## src/rtl/seg7_pkg.sv

```systemverilog
// Shared constants for the 7-segment scan driver: digit code width and
// active-high segment patterns in {a,b,c,d,e,f,g} order.
package seg7_pkg;
  localparam int CODE_W = 4;

  localparam logic [6:0] SEG_0 = 7'b1111110;
  localparam logic [6:0] SEG_1 = 7'b0110000;
  localparam logic [6:0] SEG_2 = 7'b1101101;
  localparam logic [6:0] SEG_3 = 7'b1111001;
  localparam logic [6:0] SEG_4 = 7'b0110011;
  localparam logic [6:0] SEG_5 = 7'b1011011;
  localparam logic [6:0] SEG_6 = 7'b1011111;
  localparam logic [6:0] SEG_7 = 7'b1110000;
  localparam logic [6:0] SEG_8 = 7'b1111111;
  localparam logic [6:0] SEG_9 = 7'b1111011;
  localparam logic [6:0] SEG_A = 7'b1110111;
  localparam logic [6:0] SEG_B = 7'b0011111;
  localparam logic [6:0] SEG_C = 7'b1001110;
  localparam logic [6:0] SEG_D = 7'b0111101;
  localparam logic [6:0] SEG_E = 7'b1001111;
  localparam logic [6:0] SEG_F = 7'b1000111;
  localparam logic [6:0] SEG_BLANK = 7'b0000000;
endpackage

```

## src/rtl/seg7_decode.sv

```systemverilog
// Digit code to active-high segment pattern; codes 10..15 only light in hex mode.
module seg7_decode
  import seg7_pkg::*;
(
  input  logic [CODE_W-1:0] code,
  input  logic              hex_mode,
  output logic [6:0]        pattern
);
  always_comb begin
    pattern = SEG_BLANK;
    case (code)
      4'h0: pattern = SEG_0;
      4'h1: pattern = SEG_1;
      4'h2: pattern = SEG_2;
      4'h3: pattern = SEG_3;
      4'h4: pattern = SEG_4;
      4'h5: pattern = SEG_5;
      4'h6: pattern = SEG_6;
      4'h7: pattern = SEG_7;
      4'h8: pattern = SEG_8;
      4'h9: pattern = SEG_9;
      4'hA: pattern = hex_mode ? SEG_A : SEG_BLANK;
      4'hB: pattern = hex_mode ? SEG_B : SEG_BLANK;
      4'hC: pattern = hex_mode ? SEG_C : SEG_BLANK;
      4'hD: pattern = hex_mode ? SEG_D : SEG_BLANK;
      4'hE: pattern = hex_mode ? SEG_E : SEG_BLANK;
      default: pattern = hex_mode ? SEG_F : SEG_BLANK;
    endcase
  end
endmodule

```

## src/rtl/seg7_scan_driver.sv

```systemverilog
// Time-multiplexed N-digit 7-segment driver with frame-synchronous shadow
// update, leading-zero blanking, anti-ghost blank slot and output polarity.
module seg7_scan_driver
  import seg7_pkg::*;
#(
  parameter int NUM_DIGITS     = 4,
  parameter int CLK_DIV        = 50000,
  parameter int BLANK_CYCLES   = 2,
  parameter int HEX_MODE       = 0,
  parameter int SEG_ACTIVE_LOW = 1,
  parameter int DIG_ACTIVE_LOW = 1
) (
  input  logic                         clk,
  input  logic                         rst_n,
  input  logic [CODE_W*NUM_DIGITS-1:0] value,
  input  logic [NUM_DIGITS-1:0]        dp_in,
  input  logic                         lzb_en,
  input  logic                         load,
  output logic [6:0]                   seg,
  output logic                         dp,
  output logic [NUM_DIGITS-1:0]        dig,
  output logic                         frame_tick
);
  localparam int PW = (CLK_DIV > 1) ? $clog2(CLK_DIV) : 1;
  localparam int IW = (NUM_DIGITS > 1) ? $clog2(NUM_DIGITS) : 1;
  localparam logic [6:0]            SEG_OFF = (SEG_ACTIVE_LOW != 0) ? 7'h7F : 7'h00;
  localparam logic                  DP_OFF  = (SEG_ACTIVE_LOW != 0);
  localparam logic [NUM_DIGITS-1:0] DIG_OFF = (DIG_ACTIVE_LOW != 0) ? {NUM_DIGITS{1'b1}}
                                                                    : {NUM_DIGITS{1'b0}};

  logic [PW-1:0] presc_q, presc_d;
  logic [IW-1:0] idx_q, idx_d;
  logic          tick_q, pending_q, pending_d;
  logic          presc_wrap, frame_wrap;

  logic [NUM_DIGITS-1:0][CODE_W-1:0] shd_val_q, act_val_q, act_val_d;
  logic [NUM_DIGITS-1:0]             shd_dp_q, act_dp_q, act_dp_d;
  logic                              shd_lzb_q, act_lzb_q, act_lzb_d;

  logic [NUM_DIGITS-1:0][6:0] pat;
  logic [NUM_DIGITS-1:0]      blank_mask;
  logic                       zeros_above;
  logic [6:0]                 seg_q, seg_d;
  logic                       dp_q, dp_d;
  logic [NUM_DIGITS-1:0]      dig_q, dig_d;

  assign presc_wrap = (presc_q == PW'(CLK_DIV - 1));
  assign frame_wrap = presc_wrap && (idx_q == IW'(NUM_DIGITS - 1));
  assign presc_d    = presc_wrap ? '0 : presc_q + 1'b1;
  assign idx_d      = !presc_wrap ? idx_q : (frame_wrap ? '0 : idx_q + 1'b1);
  assign pending_d  = load ? 1'b1 : (tick_q ? 1'b0 : pending_q);

  // The output register samples the post-transfer active set, so the first
  // digit-0 slot of a frame already shows new data even with no blank time.
  always_comb begin
    act_val_d = act_val_q;
    act_dp_d  = act_dp_q;
    act_lzb_d = act_lzb_q;
    if (tick_q && pending_q) begin
      act_val_d = shd_val_q;
      act_dp_d  = shd_dp_q;
      act_lzb_d = shd_lzb_q;
    end
  end

  for (genvar g = 0; g < NUM_DIGITS; g++) begin : g_dec
    seg7_decode u_dec (
      .code     (act_val_d[g]),
      .hex_mode (HEX_MODE != 0),
      .pattern  (pat[g])
    );
  end

  always_comb begin
    blank_mask  = '0;
    zeros_above = 1'b1;
    for (int k = NUM_DIGITS - 1; k >= 1; k--) begin
      zeros_above   = zeros_above && (act_val_d[k] == '0);
      blank_mask[k] = act_lzb_d && zeros_above;
    end
  end

  always_comb begin
    seg_d = SEG_OFF;
    dp_d  = DP_OFF;
    dig_d = DIG_OFF;
    if (presc_q >= PW'(BLANK_CYCLES)) begin
      dig_d[idx_q] = ~DIG_OFF[idx_q];
      seg_d        = blank_mask[idx_q] ? SEG_OFF
                   : ((SEG_ACTIVE_LOW != 0) ? ~pat[idx_q] : pat[idx_q]);
      dp_d         = act_dp_d[idx_q] ^ DP_OFF;
    end
  end

  always_ff @(posedge clk or negedge rst_n) begin
    if (!rst_n) begin
      presc_q   <= '0;
      idx_q     <= '0;
      tick_q    <= 1'b0;
      pending_q <= 1'b0;
      shd_val_q <= '0;
      shd_dp_q  <= '0;
      shd_lzb_q <= 1'b0;
      act_val_q <= '0;
      act_dp_q  <= '0;
      act_lzb_q <= 1'b0;
      seg_q     <= SEG_OFF;
      dp_q      <= DP_OFF;
      dig_q     <= DIG_OFF;
    end else begin
      presc_q   <= presc_d;
      idx_q     <= idx_d;
      tick_q    <= frame_wrap;
      pending_q <= pending_d;
      act_val_q <= act_val_d;
      act_dp_q  <= act_dp_d;
      act_lzb_q <= act_lzb_d;
      if (load) begin
        shd_val_q <= value;
        shd_dp_q  <= dp_in;
        shd_lzb_q <= lzb_en;
      end
      seg_q <= seg_d;
      dp_q  <= dp_d;
      dig_q <= dig_d;
    end
  end

  assign seg        = seg_q;
  assign dp         = dp_q;
  assign dig        = dig_q;
  assign frame_tick = tick_q;
endmodule
```

## config.mk

```make
export PLATFORM = sky130hd
export DESIGN_NAME = seg7_scan_driver
export DESIGN_NICKNAME = d
export VERILOG_FILES = /design/src/rtl/seg7_pkg.sv /design/src/rtl/seg7_decode.sv /design/src/rtl/seg7_scan_driver.sv
export SDC_FILE = /design/constraint.sdc
export NUM_CORES = 1
export LEC_CHECK = 0
export ABC_CLOCK_PERIOD_IN_PS = 2500
export CORE_MARGIN = 3
export CORE_UTILIZATION = 30
export DETAILED_ROUTE_END_ITERATION = 16
export PLACE_DENSITY_LB_ADDON = 0.25
export SYNTH_ARGS = -nofsm -noshare
export SYNTH_HDL_FRONTEND = slang
export SYNTH_SLANG_ARGS = --single-unit
```

## constraint.sdc

```tcl
create_clock -name clk -period 2.5 [get_ports clk]
set_input_delay 0.375 -clock clk [delete_from_list [all_inputs] [get_ports clk]]
set_output_delay 0.375 -clock clk [all_outputs]
set_load 0.01 [all_outputs]
```

==> run summary <==
Outcome -> finished clean
Clock skew -> 9.94 ps
Die ar. -> 15000 µm²
Post-Syn Nets -> 440
Reg2Reg Launch Point -> frame_tick
Pre-CTS setup slack -> 379 ps
Nets -> 486
Drt pass-1 iters -> 5
Post-synthesis register bit count -> 74
Hold Path Depth -> 2
Sum of negative setup slack -> 0 ps
Worst-path clk slew -> 60 ps
Pwr/cell area -> 541 nW/µm²
Initial DRC count -> 313
Worst VDD drop -> 0.371 mV
Ranking of synthesized cells by area -> dfrtp_1 38%, dfstp_2 7.7%, mux2_2 5.5%
Crit-path cells -> buf_4, nand2_2, a21boi_0, inv_1, a211oi_1, nand2_1, o21ai_4, a211o_1
Die Height -> 122 µm
Worst r2r path cells -> 8
Gpl congestion -> 0.993
Setup crit end kind -> register
Post-synth top cells -> 62 x dfrtp_1, 45 x nand2_1, 27 x nor2_1
Hold WC Path Type -> reg2reg
Rel. slew slack -> 0.650
Final worst-path cycle share -> 0.862
Hold wc startpoint -> act_dp_q[0]
Mux cell area share after synthesis -> 0.106
I/O pin cnt -> 37
Setup crit start kind -> register
Area leader, netlist -> dfrtp_1
Mapped Area -> 4070 µm²
Crit path from -> frame_tick
Largest net degree at the start of global routing -> 45
Chip Width -> 122 µm
Clk buf depth -> 2
Register area share after synthesis -> 0.459
Worst EP required -> 2770 ps
Core Rows -> 41
Post-synthesis simple-gate area fraction -> 0.168
Worst slew pin tran -> 524 ps
Slowest stage delay, CP -> 400 ps
Setup Viol. Count Final -> 0
Total grt overflow -> 0
MaxCap Viol Count -> 0
DRC errors left -> 0
Fin area -> 5020 µm²
CTS H-tree lvls -> 3
Clock latency on the worst-skew pair -> 330 ps
Synth top area share -> 0.381
DP Wirelength -> 7490 µm
CTS tree -> yes
Routed WL per cell -> 16.6 µm
Layout area overhead -> 23.3%
Vias/cell -> 5.25
Post-synthesis cell type count -> 63
Core area -> 12900 µm²
Internal reg-to-reg setup slack -> 350 ps
Slowest-stage cell, CP -> a21boi_0
Layout cells sized above 1 -> 0.187
# clock sinks -> 74
Tmin final -> 2150 ps
Hold Path End -> act_dp_q[0]
Root Driver -> clkbuf_16
WS Path Type -> reg2reg
Post-CTS sizing -> 0
Post-synthesis adder-cell area fraction -> 0.0185
Worst setup margin -> 346 ps
Total CTS buffers -> 9
Antenna Violating Nets Remaining -> 0
LEAKAGE -> 2.24 nW
Most frequent cell after synthesis -> dfrtp_1
Critical-path maximum fanout -> 10
Drt total wl -> 10500 µm
Primary FF master, synth -> dfrtp_1
Hold slack -> 465 ps
Vias -> 3326
GRT Resource Usage Total -> 0.150
Compound-Gate Fraction of Synth Area -> 0.154
Initial antenna violation count -> 0
Synth async-reset ratio -> 1.00
Starting Density -> 0.315
Hold Fails Final Rpt -> 0
Port bufs -> 36
Yosys warning total -> 0
Placed inst area -> 4710 µm²
Total Power -> 2.71 mW
XOR/XNOR Fraction of Synth Area -> 0.0495
Critical path data arrival time -> 2420 ps
RSZ-0062 raised after global routing -> false
Largest family of logic cells by synthesized area -> simple AND/OR/NAND/NOR gates
Fmax -> 464 MHz
Diode count -> 0
Vias in the first global route -> 3517
Post-synth EDFFs -> 0
Post-Syn Area per Cell -> 9.92 µm²
First-pass GRT wire length -> 17600 µm
Gate Count Post-Synth -> 410
Max Slew Vio Count -> 0
Terminus of the critical flop-to-flop path -> seg[3]
report_power, final:
group          total, mW  switching [mW]  internal [mW]  leakage, nW
sequential          1.28          0.0506           1.23        0.924
clock               1.30           0.503          0.797        0.142
combinational      0.131          0.0505         0.0805         1.17
routing by layer:
metal  vias up  part of all wire  global-route usage
met4         0             0.019              0.0497
met5         -                 0                   0
met2       116              0.48               0.250
li1       1570                 -                   -
met3        20             0.056              0.0415
met1      1620              0.44               0.187
cells in the final DEF (no fill, tap or decap), drive strengths merged, types with 9 or more instances in the layout:
master,Yosys,final
dfstp,12,12
xnor2,12,12
o21ai,21,21
inv,21,21
dfrtp,62,62
nor2,27,27
clkdlybuf4s50,0,35
xor2,11,11
nand3,23,23
a31oi,9,9
clkbuf,9,11
mux2i,12,12
buf,12,20
a21oi,18,18
mux2,22,22
nand2,45,45
metrics by stage:
| stage | instances | util |
|---|---|---|
| final | 633 | 0.388 |
| after global routing | 633 | 0.388 |
| after CTS | 633 | 0.388 |
| after detailed placement | 616 | 0.364 |
| after global placement | 616 | 0.364 |
| after floorplan | 410 | - |
worst max-delay path, delay by kind of cell, from the launching register on:
kind / cells / cell delay (ps)
DFF: 1 / 360
AOI/OAI and AO/OA: 4 / 1120
and+or+nand+nor: 2 / 250
buffers and inverters: 2 / 370
what timing repair did:
| item | in CTS | in global routing |
|---|---|---|
| endpoints found under the hold margin | 23 | 0 |
| hold buffers | 1 | 0 |
| buffers inserted | 0 | 0 |
| setup endpoints to repair | 0 | 0 |
final cells by class:
cell class                      instances  area, µm²
Multi-Input combinational cell        294       2020
Timing Repair Buffer                   56        536
Clock buffer                           11        243
Clock inverter                          5       55.1
Tap cell                              172        215
Fill cell                            1301       7910
Inverter                               21       78.8
Sequential cell                        74       1870
worst max-delay path by stage:
| stage | to | slack, ps | depth (start not counted) |
|---|---|---|---|
| 3_3_place_gp | seg[2] | 440 | 8 |
| 5_1_grt | seg[6] | 120 | 8 |
| 2_1_floorplan | seg[2] | 690 | 7 |
| 6_report | seg[3] | 350 | 8 |
| 4_1_cts | seg[0] | 370 | 8 |
| 3_5_place_dp | seg[0] | 380 | 8 |
registers in the layout, summed over array words and instances, names as in the netlist:
name        cells
act_val_q      16
dig             4
seg             7
shd_lzb_q       1
pending_q       1
shd_dp_q        4
presc_q        16
frame_tick      1
shd_val_q      16
act_lzb_q       1
idx_q           2
act_dp_q        4
dp              1
cell families after synthesis:
group	after synthesis
simple gates	140
compound gates	90
flops	74
buf+inv	42
mux	35
xor+xnor	23
fa+ha+maj	6
No activity file was read; power rests on OpenSTA's default activity.
